## src/rtl/fetch_pkg.sv

```systemverilog
// fetch_pkg: shared fetch-stage states and constants.
package fetch_pkg;
  typedef enum logic [1:0] {BOOT, RUN, HALTED} fetch_state_t;
  localparam logic [31:0] DEF_RESET_PC = 32'h0000_0000;
  localparam logic [31:0] DEF_HALT_WORD = 32'h0000_000C;
  localparam logic [31:0] PC_INC = 32'd4;
endpackage

```

## src/rtl/pc_next.sv

```systemverilog
// pc_next: next-PC selection (aligned redirect, hold, +4) and misaligned-target flag.
module pc_next import fetch_pkg::*; #(
  parameter int WIDTH = 32
) (
  input  logic [WIDTH-1:0] pc,
  input  logic             redirect,
  input  logic [WIDTH-1:0] redirectPc,
  input  logic             hold,
  output logic [WIDTH-1:0] nextPc,
  output logic             misalign
);
  assign nextPc = redirect ? {redirectPc[WIDTH-1:2], 2'b00} : hold ? pc : pc + WIDTH'(PC_INC);
  assign misalign = redirect & (|redirectPc[1:0]);
endmodule

```

## src/rtl/instruction_fetch.sv

```systemverilog
// instruction_fetch: PC register, IF/ID pipeline register and BOOT/RUN/HALTED control.
module instruction_fetch import fetch_pkg::*; #(
  parameter int WIDTH = 32,
  parameter logic [WIDTH-1:0] RESET_PC = WIDTH'(DEF_RESET_PC),
  parameter logic [WIDTH-1:0] HALT_WORD = WIDTH'(DEF_HALT_WORD)
) (
  input  logic             clk,
  input  logic             rst_n,
  input  logic             stall,
  input  logic             redirect,
  input  logic [WIDTH-1:0] redirect_pc,
  output logic [WIDTH-1:0] imem_addr,
  input  logic [WIDTH-1:0] instr_in,
  output logic [WIDTH-1:0] if_id_instr,
  output logic [WIDTH-1:0] if_id_pc_plus4,
  output logic             if_id_valid,
  output logic             halted,
  output logic             misalign_err,
  output logic [WIDTH-1:0] fetch_count
);
  fetch_state_t state, nextState;
  logic [WIDTH-1:0] pc, nextPc, pcPlus4;
  logic advance, isHalt, misalign, nextValid;
  assign imem_addr = pc;
  assign halted = state == HALTED;
  assign pcPlus4 = pc + WIDTH'(PC_INC);
  assign advance = state == RUN && !redirect && !stall;
  assign isHalt = advance && instr_in == HALT_WORD;
  // A stalled RUN keeps its current valid bit; every other non-advance cycle is a bubble.
  assign nextValid = advance || (state == RUN && stall && !redirect && if_id_valid);
  pc_next #(.WIDTH(WIDTH)) uPcNext (
    .pc(pc),
    .redirect(redirect),
    .redirectPc(redirect_pc),
    .hold(!advance || isHalt),
    .nextPc(nextPc),
    .misalign(misalign)
  );
  always_comb begin
    nextState = state;
    nextState = (state == BOOT || redirect) ? RUN : isHalt ? HALTED : state;
  end
  always_ff @(posedge clk or negedge rst_n) begin
    if (!rst_n) begin
      state <= BOOT;
      pc <= RESET_PC;
      if_id_instr <= '0;
      if_id_pc_plus4 <= '0;
      if_id_valid <= 1'b0;
      misalign_err <= 1'b0;
      fetch_count <= '0;
    end else begin
      state <= nextState;
      pc <= nextPc;
      if_id_valid <= nextValid;
      misalign_err <= misalign;
      if (advance) begin
        if_id_instr <= instr_in;
        if_id_pc_plus4 <= pcPlus4;
        fetch_count <= fetch_count + 1'b1;
      end
    end
  end
endmodule

```

## config.mk

```make
export PLATFORM = sky130hd
export DESIGN_NAME = instruction_fetch
export DESIGN_NICKNAME = d
export VERILOG_FILES = /design/src/rtl/fetch_pkg.sv /design/src/rtl/pc_next.sv /design/src/rtl/instruction_fetch.sv
export SDC_FILE = /design/constraint.sdc
export NUM_CORES = 1
export LEC_CHECK = 0
export BUFFER_PORTS_ARGS = -buffer_cell sky130_fd_sc_hd__buf_4
export CORE_UTILIZATION = 40
export CTS_BUF_LIST = sky130_fd_sc_hd__clkbuf_4 sky130_fd_sc_hd__clkbuf_8
export CTS_CLUSTER_DIAMETER = 60
export DETAILED_ROUTE_END_ITERATION = 6
export PLACE_DENSITY = 0.66
export SLEW_MARGIN = 10
export SYNTH_ARGS = -nofsm -noshare
export SYNTH_HDL_FRONTEND = slang
export SYNTH_SLANG_ARGS = --single-unit
```

## constraint.sdc

```tcl
create_clock -name clk -period 2.48 [get_ports clk]
set_clock_uncertainty 0.2 [all_clocks]
set_input_delay 0.496 -clock clk [delete_from_list [all_inputs] [get_ports clk]]
set_output_delay 0.496 -clock clk [all_outputs]
set_load 0.03 [all_outputs]
```

==> flow_metrics.py, run 1 <==
metrics = {
    "clocking": {
        "clockBufferDepth": 2,
        "cts-buffers-inserted": 17,
        "insertion_delay_ns": 0.44,
        "path_clk_slew_ns": 0.08,
        "htree_levels": 4,
        "clkSinkCount": 128,
        "postCtsSetupBuffers": 0,
        "root_buffer": "clkbuf_8",
        "cts_tree": "yes",
    },
    "placed_design": {
        "pre_cts_ws_ns": -0.0131,
        "placed_cells": 991,
        "port-buffer-count": 194,
        "post-dp-hpwl_mm": 11.8,
        "place_area_mm2": 0.00780,
        "gp_congestion": 0.824,
    },
    "yosys": {
        "synth_xor_area_frac": 0.0838,
        "synthTopCellsByArea": "dfrtp_1, nand2_1, xor2_1",
        "synthMuxAreaShare": 0,
        "synth_area_mm2": 0.00606,
        "ys_types": 43,
        "synth-async-reset-ratio": 1.00,
        "synth_edf_count": 0,
        "synth_fa_ha_area_frac": 0.00413,
        "seq_area_frac_synth": 0.529,
        "synth_warnings": 0,
        "synth_compound_area_frac": 0.0956,
        "synth.largest_area_cell": "dfrtp_1",
        "synth_cells": 629,
        "avgSynthCellArea_um2": 9.63,
        "synth_flop_cell": "dfrtp_1",
        "synth_seq_cells": 128,
        "yosys.area_share.simple": 0.251,
        "synth_top_family_by_area": "simple AND/OR/NAND/NOR gates",
        "synth_top_area_share": 0.529,
    },
    "grt": {
        "grt-ovfl-total": 0,
        "grt_pass1_vias": 5406,
        "antenna_found_initial": 0,
        "grt_max_degree": 50,
        "grt_pass1_wl_mm": 27.3,
        "grt_usage": 0.219,
    },
    "worst_hold_path": {
        "hold_start": "redirect_pc[0]",
        "min_to": "misalign_err$_DFF_PN0_",
        "hold_depth": 3,
        "hp-class": "in2reg",
    },
    "worst_setup_path": {
        "slowest_delay_ns": 0.52,
        "reg2reg_slack_ns": 0.24,
        "critPathCaptureType": "flop",
        "r2r_end": "imem_addr[26]$_DFFE_PN0P_",
        "worstPathArrival_ns": 2.42,
        "required_ns": 2.66,
        "worstSetupPathType": "reg2reg",
        "r2r_cells": 6,
        "path_cells": "ha_1 > nand4_2 > nor4_4 > nand4_1 > or3_1 > nand3_1",
        "timing.rr.start": "imem_addr[3]$_DFFE_PN0P_",
        "worstPathMaxFanout": 6,
        "worstSetupStartpoint": "imem_addr[3]$_DFFE_PN0P_",
        "critPathBufInv": 0,
        "slowest_stage": "nor4_4",
        "crit_family": "simple AND/OR/NAND/NOR gates",
        "start_kind": "flop",
    },
    "die": {
        "io_pins": 199,
        "die_x_um": 125,
        "start_util": 0.414,
        "die_area_mm2": 0.0156,
        "die_y_um": 125,
        "rows": 44,
        "core_mm2": 0.0146,
    },
    "drt": {
        "dr_wl_met3_mm": 1.49,
        "routedWlPerCell_um": 16.0,
        "wl_mm": 16.4,
        "drtAntennaViolNets": 0,
        "vias_per_cell": 5.24,
        "dr.max_layer_used": "met4",
        "drt-met1-wl_mm": 7.15,
        "drt_iter0_drc": 377,
        "drtPass1Iterations": 7,
        "routed-wl-met2_mm": 7.58,
        "vias": 5370,
        "route.detailed.drc": 37,
    },
    "sta": {
        "setup_violations": 0,
        "slew_violations": 0,
        "timing.fmax_ghz": 0.446,
        "period_needed_ns": 2.24,
        "setup_slack_ns": 0.240,
        "hold_viol": 0,
        "rsz0062_at_grt": "false",
        "fin_crit_sh": 0.903,
        "fin_hold_ws_ns": 0.0577,
    },
    "power": {
        "p_total_mw": 6.09,
        "vdd_drop_max_mv": 0.322,
        "power_density_mw_per_mm2": 736,
        "leakage_nw": 3.99,
    },
    "cells_and_area": {
        "final_cell_mix": "buf_4, nand2_1, dfrtp_1, nor2_1, xor2_1",
        "design_area_mm2": 0.00827,
        "final_common_cell": "buf_4",
        "final_cells": 1024,
        "areaGrowthSynthToFinish_pct": 36.5,
        "n_antenna_cell": 0,
        "drive_gt1_frac": 0.317,
        "nets": 897,
    },
    "status": {
        "violations": "DRC",
        "status": "finished with violations",
    },
    "flow_run": {
        "drv_cap": 0,
    },
}
==> where the power goes <==
| part | leakage [nW] | switching [mW] | internal [mW] | total, mW |
|---|---|---|---|---|
| Combinational | 2.18 | 0.924 | 0.562 | 1.49 |
| Clock | 0.228 | 0.820 | 1.24 | 2.06 |
| Sequential | 1.59 | 0.222 | 2.32 | 2.54 |
==> per-layer routing <==
| layer | up-vias | track usage |
|---|---|---|
| met2 | 203 | 0.337 |
| met5 | - | 0 |
| met4 | 0 | 0.0746 |
| met3 | 20 | 0.0702 |
| li1 | 2564 | - |
| met1 | 2583 | 0.292 |
==> per-stage QoR <==
step,TNS [ns],utilization
floorplan,0,-
global placement,-2.13,0.532
detailed placement,-0.0241,0.532
CTS,0,0.565
global route,0,0.565
finish,0,0.565
==> flip-flops by register name (all words and copies together) (netlist names) <==
register        cells
if_id_pc_plus4     30
if_id_valid         1
fetch_count        32
if_id_instr        32
imem_addr          30
state               2
misalign_err        1
==> worst max path at each step <==
stage,endpoint,cells after the start
2_1_floorplan,imem_addr[24]$_DFFE_PN0P_,7
3_3_place_gp,imem_addr[2]$_DFFE_PN0P_,8
3_5_place_dp,imem_addr[23]$_DFFE_PN0P_,8
4_1_cts,imem_addr[24]$_DFFE_PN0P_,6
5_1_grt,imem_addr[22]$_DFFE_PN0P_,6
6_report,imem_addr[26]$_DFFE_PN0P_,6
==> cell families (layout without fill, tap and decap cells) <==
family	Yosys count	after routing
adders and majority gates	2	2
and+or+nand+nor	307	307
AOI/OAI and AO/OA	85	85
other	1	4
DFF	128	128
xor gates and xnor gates	58	58
buffers and inverters	48	256
==> timing repair <==
action	4_1_cts	5_1_grt
setup endpoints to repair	0	0
resized for setup	0	0
hold endpoints to repair	32	0
hold buffers	1	0
==> cells in the mapped netlist, types with 7 or more instances <==
master	number
inv_1	11
o211ai_1	22
o21ai_0	25
nand4_1	18
xnor2_1	24
clkbuf_1	23
nand3_1	27
nor2_1	34
nand2_1	170
o311ai_0	20
a21oi_1	9
xor2_1	34
dfrtp_1	128
nor4_1	8
buf_2	7
==> layout make-up <==
cell class              instances  area (um^2)
clock buffers                  23          310
inverters                      11         41.3
flip-flops and latches        128         3200
multi-input cells             456         2670
clock inverters                 9          153
repair buffers                213         1660
fillers                      1338         6370
well taps                     184          230
==> worst reg2reg max path, stage by stage, from the launching register on <==
cell and delay [ns]:
dfrtp_1 0.36, ha_1 0.21, nand4_2 0.19, nor4_4 0.52, nand4_1 0.25, or3_1 0.36
nand3_1 0.08
No activity file was read; power rests on OpenSTA's default activity.
==> run 2, diff against run 1 <==
clock period = 2.55 ns   (was 2.48 ns; I/O delays follow)
==> run 2 against run 1 <==
  * The flow still finishes with violations (DRC)
  * Combinational power is 3% lower
  * Via count grew 0.52%
  * Critical path depth unchanged
  * Count of clock-buffer cells in the layout shrank 2
  * Flip-flop and latch count unchanged
  * Clock power shrank 17%
  * Setup slack got worse by 0.020 ns
  * Sequential power shrank 3%
==> flow_metrics.py, run 2 (synthesized netlist as in run 1, its figures left out) <==
metrics = {
    "worst_setup_path": {
        "critPathBufInv": 0,
        "required_ns": 2.68,
        "worstSetupPathType": "reg2reg",
        "worstPathMaxFanout": 5,
        "slowest_delay_ns": 0.53,
        "crit_family": "simple AND/OR/NAND/NOR gates",
        "start_kind": "flop",
        "worstPathArrival_ns": 2.46,
        "slowest_stage": "or3_1",
        "path_cells": "ha_1 > nand4_2 > or3_1 > nor4_4 > xnor2_1 > o211ai_2",
        "critPathCaptureType": "flop",
    },
    "drt": {
        "vias_per_cell": 5.28,
        "vias": 5398,
        "route.detailed.drc": 36,
        "drt_iter0_drc": 386,
        "wl_mm": 16.4,
        "drtAntennaViolNets": 0,
        "routedWlPerCell_um": 16.0,
        "drtPass1Iterations": 7,
    },
    "die": {
        "die_x_um": 125,
        "die_y_um": 125,
        "rows": 44,
        "core_mm2": 0.0146,
        "start_util": 0.414,
        "die_area_mm2": 0.0156,
        "io_pins": 199,
    },
    "clocking": {
        "path_clk_slew_ns": 0.07,
        "root_buffer": "clkbuf_8",
        "htree_levels": 4,
        "clkSinkCount": 128,
        "post_cts_resized": 0,
        "postCtsSetupBuffers": 0,
        "hold_buffers": 1,
        "clockBufferDepth": 2,
        "cts-buffers-inserted": 17,
        "cts_tree": "yes",
        "insertion_delay_ns": 0.44,
    },
    "sta": {
        "tightestPinTransition_ns": 0.511,
        "fin_hold_ws_ns": 0.0676,
        "timing.fmax_ghz": 0.429,
        "setup_violations": 0,
        "period_needed_ns": 2.33,
        "hold_viol": 0,
        "relSlewSlack": 0.658,
        "setup_slack_ns": 0.219,
        "slew_violations": 0,
        "rsz0062_at_grt": "false",
        "fin_crit_sh": 0.914,
    },
    "cells_and_area": {
        "design_area_mm2": 0.00819,
        "final_cell_mix": "buf_4, nand2_1, dfrtp_1, nor2_1, xor2_1",
        "fillerInstances": 1325,
        "areaGrowthSynthToFinish_pct": 35.1,
        "top_regs": "fetch_count (32), if_id_instr (32)",
        "n_antenna_cell": 0,
        "final_common_cell": "buf_4",
        "drive_gt1_frac": 0.316,
        "nets": 896,
    },
    "grt": {
        "antenna_found_initial": 0,
        "grt_pass1_vias": 5359,
        "grt_usage": 0.220,
        "grt_max_degree": 50,
        "grt-ovfl-total": 0,
        "grt_pass1_wl_mm": 27.3,
    },
    "power": {
        "power_density_mw_per_mm2": 688,
        "vdd_drop_max_mv": 0.324,
        "leakage_nw": 3.96,
    },
    "status": {
        "status": "finished with violations",
        "violations": "DRC",
    },
    "placed_design": {
        "post-dp-hpwl_mm": 11.8,
        "place_area_mm2": 0.00779,
        "port-buffer-count": 194,
        "pre_cts_ws_ns": 0.00946,
        "gp_congestion": 0.824,
    },
    "flow_run": {
        "drv_cap": 0,
    },
    "worst_hold_path": {
        "hp-class": "in2reg",
    },
}
==> run 2: power by group <==
| group | internal [mW] | switching (mW) | leakage [nW] | total [mW] |
|---|---|---|---|---|
| Combinational | 0.544 | 0.898 | 2.17 | 1.44 |
| Clock | 0.931 | 0.786 | 0.202 | 1.72 |
| Sequential | 2.26 | 0.219 | 1.59 | 2.47 |
| Total | 3.73 | 1.90 | 3.96 | 5.63 |
==> run 2: area by class of cell <==
type                       count  area [um^2]  area share
tap                          184          230      0.0281
clock inverter                11          114      0.0139
sequential                   128         3200       0.391
timing repair buffer         212         1660       0.202
multi-input combinational    456         2670       0.326
inverter                      11         41.3     0.00504
clock buffer                  21          277      0.0338
==> run 2: worst register-to-register path: cells and delay by family, from the launching register on <==
kind                       cells  cell delay (ns)
and+or+nand+nor                3             1.06
DFF                            1             0.36
adders and majority gates      1             0.29
xor gates and xnor gates       1             0.21
AOI/OAI and AO/OA              1             0.10
==> run 2: worst paths after layout <==
kind / from / depth (start not counted) / slack (ns) / to
max: imem_addr[3]$_DFFE_PN0P_ / 6 / 0.22 / imem_addr[24]$_DFFE_PN0P_
max in group asynchronous: rst_n / 3 / 1.10 / fetch_count[3]$_DFFE_PN0P_
min: instr_in[14] / 3 / 0.07 / if_id_instr[14]$_DFFE_PN0P_
max reg2reg: imem_addr[3]$_DFFE_PN0P_ / 6 / 0.22 / imem_addr[24]$_DFFE_PN0P_
min in group asynchronous: rst_n / 2 / 0.41 / imem_addr[25]$_DFFE_PN0P_
min reg2reg: fetch_count[31]$_DFFE_PN0P_ / 1 / 0.28 / fetch_count[31]$_DFFE_PN0P_
==> run 2: stage by stage <==
step / utilization / power, mW / cells / setup TNS (ns)
5_1_grt: 0.559 / 5.92 / 1023 / 0
4_1_cts: 0.559 / 5.71 / 1023 / 0
2_1_floorplan: - / 3.29 / 632 / 0
3_3_place_gp: 0.532 / 3.93 / 990 / -0.659
3_5_place_dp: 0.532 / 3.96 / 990 / 0
6_report: 0.559 / 5.63 / 1023 / 0
==> run 2: metal layers <==
layer	vias up	part of all wire	track usage
li1	2563	-	-
met1	2596	0.44	0.292
met2	226	0.47	0.343
met3	13	0.089	0.0774
met4	0	0.0084	0.0588
met5	-	0	0
